<file path="config.mk">
export PLATFORM = sky130hd
export DESIGN_NAME = fetch_stage
export DESIGN_NICKNAME = d
export VERILOG_FILES = /design/src/rtl/fetch_stage.sv
export SDC_FILE = /design/constraint.sdc
export NUM_CORES = 1
export LEC_CHECK = 0
export ABC_CLOCK_PERIOD_IN_PS = 2100
export BUFFER_PORTS_ARGS = -buffer_cell sky130_fd_sc_hd__buf_4
export CAP_MARGIN = 20
export CORE_ASPECT_RATIO = 1.75
export CORE_MARGIN = 1
export CORE_UTILIZATION = 30
export DETAILED_ROUTE_END_ITERATION = 12
export GPL_TIMING_DRIVEN = 0
export REMOVE_ABC_BUFFERS = 1
export SLEW_MARGIN = 20
export SYNTH_ARGS = -nofsm -noshare
export SYNTH_HDL_FRONTEND = slang
export SYNTH_SLANG_ARGS = --single-unit
</file>
<file path="constraint.sdc">
create_clock -name clk -period 2.1 [get_ports clk]
set_clock_uncertainty 0.05 [all_clocks]
set_input_delay 0.42 -clock clk [delete_from_list [all_inputs] [get_ports clk]]
set_output_delay 0.42 -clock clk [all_outputs]
set_load 0.005 [all_outputs]
</file>
<file path="src/rtl/fetch_stage.sv">
// rtl/fetch_stage.sv - LC-3b instruction fetch stage: PC, imem read handshake, one-word buffer.
// Optional memory-wait counter on stall_cnt when FETCH_PERF_CNT_EN is defined.
module fetch_stage #(
  parameter logic [15:0] RESET_PC = 16'h0000
) (
  input  logic        clk,
  input  logic        rst_n,
  input  logic        stall,
  input  logic        redirect,
  input  logic [15:0] redirect_pc,
  output logic        imem_read,
  output logic [15:0] imem_address,
  input  logic        imem_resp,
  input  logic [15:0] imem_rdata,
  output logic [15:0] pc_out,
  output logic [15:0] instr_out,
  output logic        advance
`ifdef FETCH_PERF_CNT_EN
  ,
  output logic [15:0] stall_cnt
`endif
);

  typedef enum logic [1:0] {
    FETCH  = 2'd0,
    HOLD   = 2'd1,
    SQUASH = 2'd2
  } state_t;

  state_t      state_q, state_d;
  logic [15:0] pc_q, pc_d;
  logic [15:0] tgt_q, tgt_d;
  logic [15:0] pc_out_q, pc_out_d;
  logic [15:0] instr_out_q, instr_out_d;
  logic [15:0] redirect_tgt;
  logic [15:0] pc_inc;
  logic        busy;

  assign redirect_tgt = redirect_pc & 16'hFFFE;
  assign pc_inc       = pc_q + 16'd2;

  always_ff @(posedge clk or negedge rst_n) begin
    if (!rst_n) begin
      state_q     <= FETCH;
      pc_q        <= RESET_PC;
      tgt_q       <= 16'h0000;
      pc_out_q    <= 16'h0000;
      instr_out_q <= 16'h0000;
    end else begin
      state_q     <= state_d;
      pc_q        <= pc_d;
      tgt_q       <= tgt_d;
      pc_out_q    <= pc_out_d;
      instr_out_q <= instr_out_d;
    end
  end

  always_comb begin
    state_d     = state_q;
    pc_d        = pc_q;
    tgt_d       = tgt_q;
    pc_out_d    = pc_out_q;
    instr_out_d = instr_out_q;
    busy        = 1'b0;
    advance     = 1'b0;
    case (state_q)
      FETCH: begin
        busy = 1'b1;
        if (imem_resp) begin
          if (redirect) begin
            pc_d = redirect_tgt;
          end else begin
            instr_out_d = imem_rdata;
            pc_out_d    = pc_inc;
            pc_d        = pc_inc;
            state_d     = HOLD;
          end
        end else if (redirect) begin
          // Address must stay stable until the in-flight read returns.
          tgt_d   = redirect_tgt;
          state_d = SQUASH;
        end
      end
      SQUASH: begin
        busy = 1'b1;
        if (redirect) tgt_d = redirect_tgt;
        if (imem_resp) begin
          pc_d    = redirect ? redirect_tgt : tgt_q;
          state_d = FETCH;
        end
      end
      HOLD: begin
        advance = !stall && !redirect;
        if (redirect) begin
          pc_d    = redirect_tgt;
          state_d = FETCH;
        end else if (!stall) begin
          state_d = FETCH;
        end
      end
      default: state_d = FETCH;
    endcase
  end

  // Reset forces the state to FETCH, so the request is gated off directly by rst_n.
  assign imem_read    = busy && rst_n;
  assign imem_address = pc_q;
  assign pc_out       = pc_out_q;
  assign instr_out    = instr_out_q;

`ifdef FETCH_PERF_CNT_EN
  logic [15:0] stall_cnt_q, stall_cnt_d;

  always_ff @(posedge clk or negedge rst_n) begin
    if (!rst_n) stall_cnt_q <= 16'h0000;
    else        stall_cnt_q <= stall_cnt_d;
  end

  always_comb begin
    stall_cnt_d = stall_cnt_q;
    if (imem_read && !imem_resp && (stall_cnt_q != 16'hFFFF))
      stall_cnt_d = stall_cnt_q + 16'd1;
  end

  assign stall_cnt = stall_cnt_q;
`endif

endmodule
</file>
==> metrics.txt <==
growth of design area from synthesis to finish=30.0%; Synth top area share=a little under half; total track usage=between 10% and 20%; initial DRC count=~190; maximum clock insertion buffer count=2; switching power as a share of total power=37.7%; relative contribution of the clock network to total power=between 10% and 20%; reported leakage power=0.00211 uW; data arrival time of the critical path=around 2.2 ns; combinational power share=49.5%; Period Utilization, post-route=96.3%; overall die height=~150 um; die width=84.5 um; Seq/Total Area, Yosys=46.2%; largest family of logic cells by synthesized area=compound AO/OA/AOI/OAI gates; CP endpoint kind=flip-flop; simple-gate area share of the yosys netlist=13.1%; failing checks=design-rule violations; Worst Max-Slew Pin Slew=between 0.8 and 0.9 ns; area inside the core boundary=11,600 um^2; xor and xnor fraction of the mapped netlist area=under 10%; largest net degree at the start of global routing=68; maximum vdd ir drop=0.696 mV; wire length of the first global-routing pass=~15,000 um; antenna violations before repair=0; Net Switching=around 2900 uW; post-synthesis compound-gate area fraction=between 10% and 20%; # diodes=0; number of enable-type register cells in the synthesized netlist=0; weighted congestion at the end of routability-driven global placement=0.769; power per unit of standard cell area=1650 nW/um^2; post-synthesis instance area=3570 um^2; setup repair after global routing missed its margin=false; adder-cell share of the synthesized area=under 10%; number of max-cap violations=0; Slew Limit Headroom=~40%; Pre-Repair DR Iteration Count=8; top achievable clock speed=approximately 0.5 GHz; DP Cell Count=533; fraction of power consumed by sequential logic=31.7%; Cell Area, Placed=approximately 4200 um^2; endpoint required time on the critical path=2.26 ns; total vias in the final route=around 3,000; non-filler instance count after layout=roughly 560; result of the run=complete, but fails checks; largest stage delay on the critical path=between 0.5 and 0.6 ns; HP Class=primary input to asynchronous set/reset pin; number of unique standard cell types used by synthesis=between 50 and 60; total overflow reported by the global router=0; Post-route DRC=6; starting density of the core=between 30% and 40%; number of endpoints failing setup at the final stage=0; clock sink total=66; final critical-path required period=2.02 ns; top_reg_cell synth=sky130_fd_sc_hd__dfrtp_1; port bufs=85; Filler cells=1,164; number of warnings printed during yosys synthesis=0; share of cells above drive strength 1=37.8%; die footprint=approximately 12,000 um^2; ports placed on the boundary=87; number of placement rows=52; CTS clk-pin slew, worst paths=0.05 ns; Root Buffer Master=sky130_fd_sc_hd__clkbuf_16; CTS hold repair buffers=0; internal power consumption=4780 uW; cell type with the highest aggregate area in the netlist=sky130_fd_sc_hd__dfrtp_1; Layout Nets=between 400 and 500; Crit path buffers/inverters=1; final HPWL from detailed placement=6600 um; Clk Latency, worst-skew pair=0.33 ns; cells after synthesis=337; via density per instance=5.26; antenna-violating nets left=0; post-route standard cell area excluding fillers=about 4600 um^2; maximum fanout along the worst path=17; clock tree from TritonCTS=done; CTS HTree Levels=3; kind of start point of the critical path=flip-flop; total wire length after detailed routing=9750 um; kind of cell with the highest combined delay on the critical path=compound AO/OA/AOI/OAI gates; via count of the first global-routing pass=3,090; fraction of synthesized area in multiplexers=14.8%; category of the most critical setup path=flip-flop to flip-flop; largest cells by area after synthesis=sky130_fd_sc_hd__dfrtp_1 (46%), sky130_fd_sc_hd__mux2_2 (6.9%), sky130_fd_sc_hd__mux2_4 (6.7%), sky130_fd_sc_hd__nand2_1 (3.6%), sky130_fd_sc_hd__a21oi_1 (2.7%); max-slew violation total from the final report=0; final hold viol count=0; Async S/R FF share, synth=100%; Post-Syn Area per Cell=10.6 um^2; routed wirelength normalized by instance count=17.5 um; Final Total Pwr=7660 uW; flop and latch count out of synthesis=66; number of buffers created by CTS=9; worst-path cell with the longest stage delay=sky130_fd_sc_hd__o211ai_4; ordered cell list for the critical path=inv_2 -> ha_4 -> o211ai_4 -> mux2_2
## worst paths after layout
path / slack (ns) / depth (start not counted) / from / to
worst max-delay path: 0.08 / 4 / state_q[0] / tgt_q[9]
worst min-delay path: 0.15 / 1 / rst_n / pc_out[1]
worst max register to register: 0.08 / 4 / state_q[0] / tgt_q[9]
worst min register to register: 0.43 / 2 / pc_out[1] / pc_out[1]
max in group asynchronous: 1.22 / 1 / rst_n / state_q[1]
min in group clk: 0.27 / 2 / imem_rdata[1] / instr_out[1]
## power groups by stage
stage | combinational [uW] | sequential (uW) | clock (uW)
floorplan | 2110 | 2360 | 0
global placement | 3440 | 2400 | 0
detailed placement | 3530 | 2440 | 0
CTS | 3720 | 2430 | 1470
global route | 4140 | 2530 | 1500
finish | 3790 | 2430 | 1430
## Yosys cell counts, types with 4 or more instances
cell type                   number
sky130_fd_sc_hd__nand3_1         7
sky130_fd_sc_hd__buf_2          10
sky130_fd_sc_hd__inv_1           9
sky130_fd_sc_hd__a211oi_1        4
sky130_fd_sc_hd__nand2_1        34
sky130_fd_sc_hd__nor2_1         11
sky130_fd_sc_hd__o21ai_0        18
sky130_fd_sc_hd__a21boi_0        6
sky130_fd_sc_hd__mux2_2         22
sky130_fd_sc_hd__dfrtp_1        66
sky130_fd_sc_hd__mux2_4         16
sky130_fd_sc_hd__buf_4           4
sky130_fd_sc_hd__a221oi_1        4
sky130_fd_sc_hd__and4_1          4
sky130_fd_sc_hd__mux2i_1         4
sky130_fd_sc_hd__clkbuf_1        5
sky130_fd_sc_hd__nand2b_1        6
sky130_fd_sc_hd__a2bb2oi_1       5
sky130_fd_sc_hd__xor2_1          7
sky130_fd_sc_hd__a21o_1          5
sky130_fd_sc_hd__nand4_1         6
sky130_fd_sc_hd__a21oi_1        19
sky130_fd_sc_hd__o22ai_1         5
sky130_fd_sc_hd__nor3_1          9
sky130_fd_sc_hd__buf_6           4
sky130_fd_sc_hd__ha_1            4
## metal layers
metal | GRT usage [%] | vias up | part of all wire (%)
li1 | - | 1379 | -
met1 | 16.8 | 1429 | 37
met2 | 29.6 | 91 | 54
met3 | 3.67 | 23 | 5.2
met4 | 9.07 | 0 | 3.0
met5 | 0 | - | 0
## cell type report
| class | count | area, um^2 | share of cell area [%] |
|---|---|---|---|
| multi-input cells | 237 | 1790 | 38.6 |
| flip-flops and latches | 66 | 1650 | 35.6 |
| repair buffers | 93 | 714 | 15.4 |
| clock buffers | 14 | 274 | 5.90 |
| well taps | 135 | 169 | 3.63 |
| inverters | 9 | 33.8 | 0.727 |
| clock inverters | 2 | 10.0 | 0.215 |
## placed cells by master (no fill, tap or decap), types with 7 or more instances in the layout
| cell | netlist | routed |
|---|---|---|
| sky130_fd_sc_hd__nand2_1 | 34 | 34 |
| sky130_fd_sc_hd__o21ai_0 | 18 | 18 |
| sky130_fd_sc_hd__xor2_1 | 7 | 7 |
| sky130_fd_sc_hd__a21oi_1 | 19 | 19 |
| sky130_fd_sc_hd__nor2_1 | 11 | 10 |
| sky130_fd_sc_hd__nor3_1 | 9 | 9 |
| sky130_fd_sc_hd__inv_1 | 9 | 7 |
| sky130_fd_sc_hd__mux2_4 | 16 | 16 |
| sky130_fd_sc_hd__nand3_1 | 7 | 7 |
| sky130_fd_sc_hd__mux2_2 | 22 | 22 |
| sky130_fd_sc_hd__buf_4 | 4 | 91 |
| sky130_fd_sc_hd__dfrtp_1 | 66 | 65 |
| sky130_fd_sc_hd__clkbuf_16 | 0 | 9 |
## stage by stage
step	setup slack [ns]	utilization [%]	TNS [ns]	hold WS [ns]
finish	0.0782	40.1	0	0.149
detailed placement	-0.763	36.6	-17.29	0.425
floorplan	-0.374	-	-9.12	0.0744
global route	0.00115	40.1	0	0.251
global placement	-0.995	36.4	-42.65	0.415
CTS	0.00425	39.7	0	0.205
## logic make-up after synthesis
| logic type | Yosys count |
|---|---|
| compound gates | 89 |
| xor+xnor | 9 |
| fa+ha+maj | 4 |
| buf+inv | 34 |
| flops | 66 |
| mux | 42 |
| simple gates | 93 |
## sequential cells by signal (all words and copies together) (netlist names)
name          cells
imem_address     16
instr_out        16
pc_out           16
tgt_q            16
state_q           2
## repair_timing
| item | 4_1_cts | 5_1_grt |
|---|---|---|
| cloned | 0 | 0 |
| buffers inserted | 2 | 5 |
| gates resized for setup | 13 | 3 |
| pin swaps | 0 | 2 |
| endpoints found under the setup margin | 56 | 38 |
No activity file was read; power rests on OpenSTA's default activity.
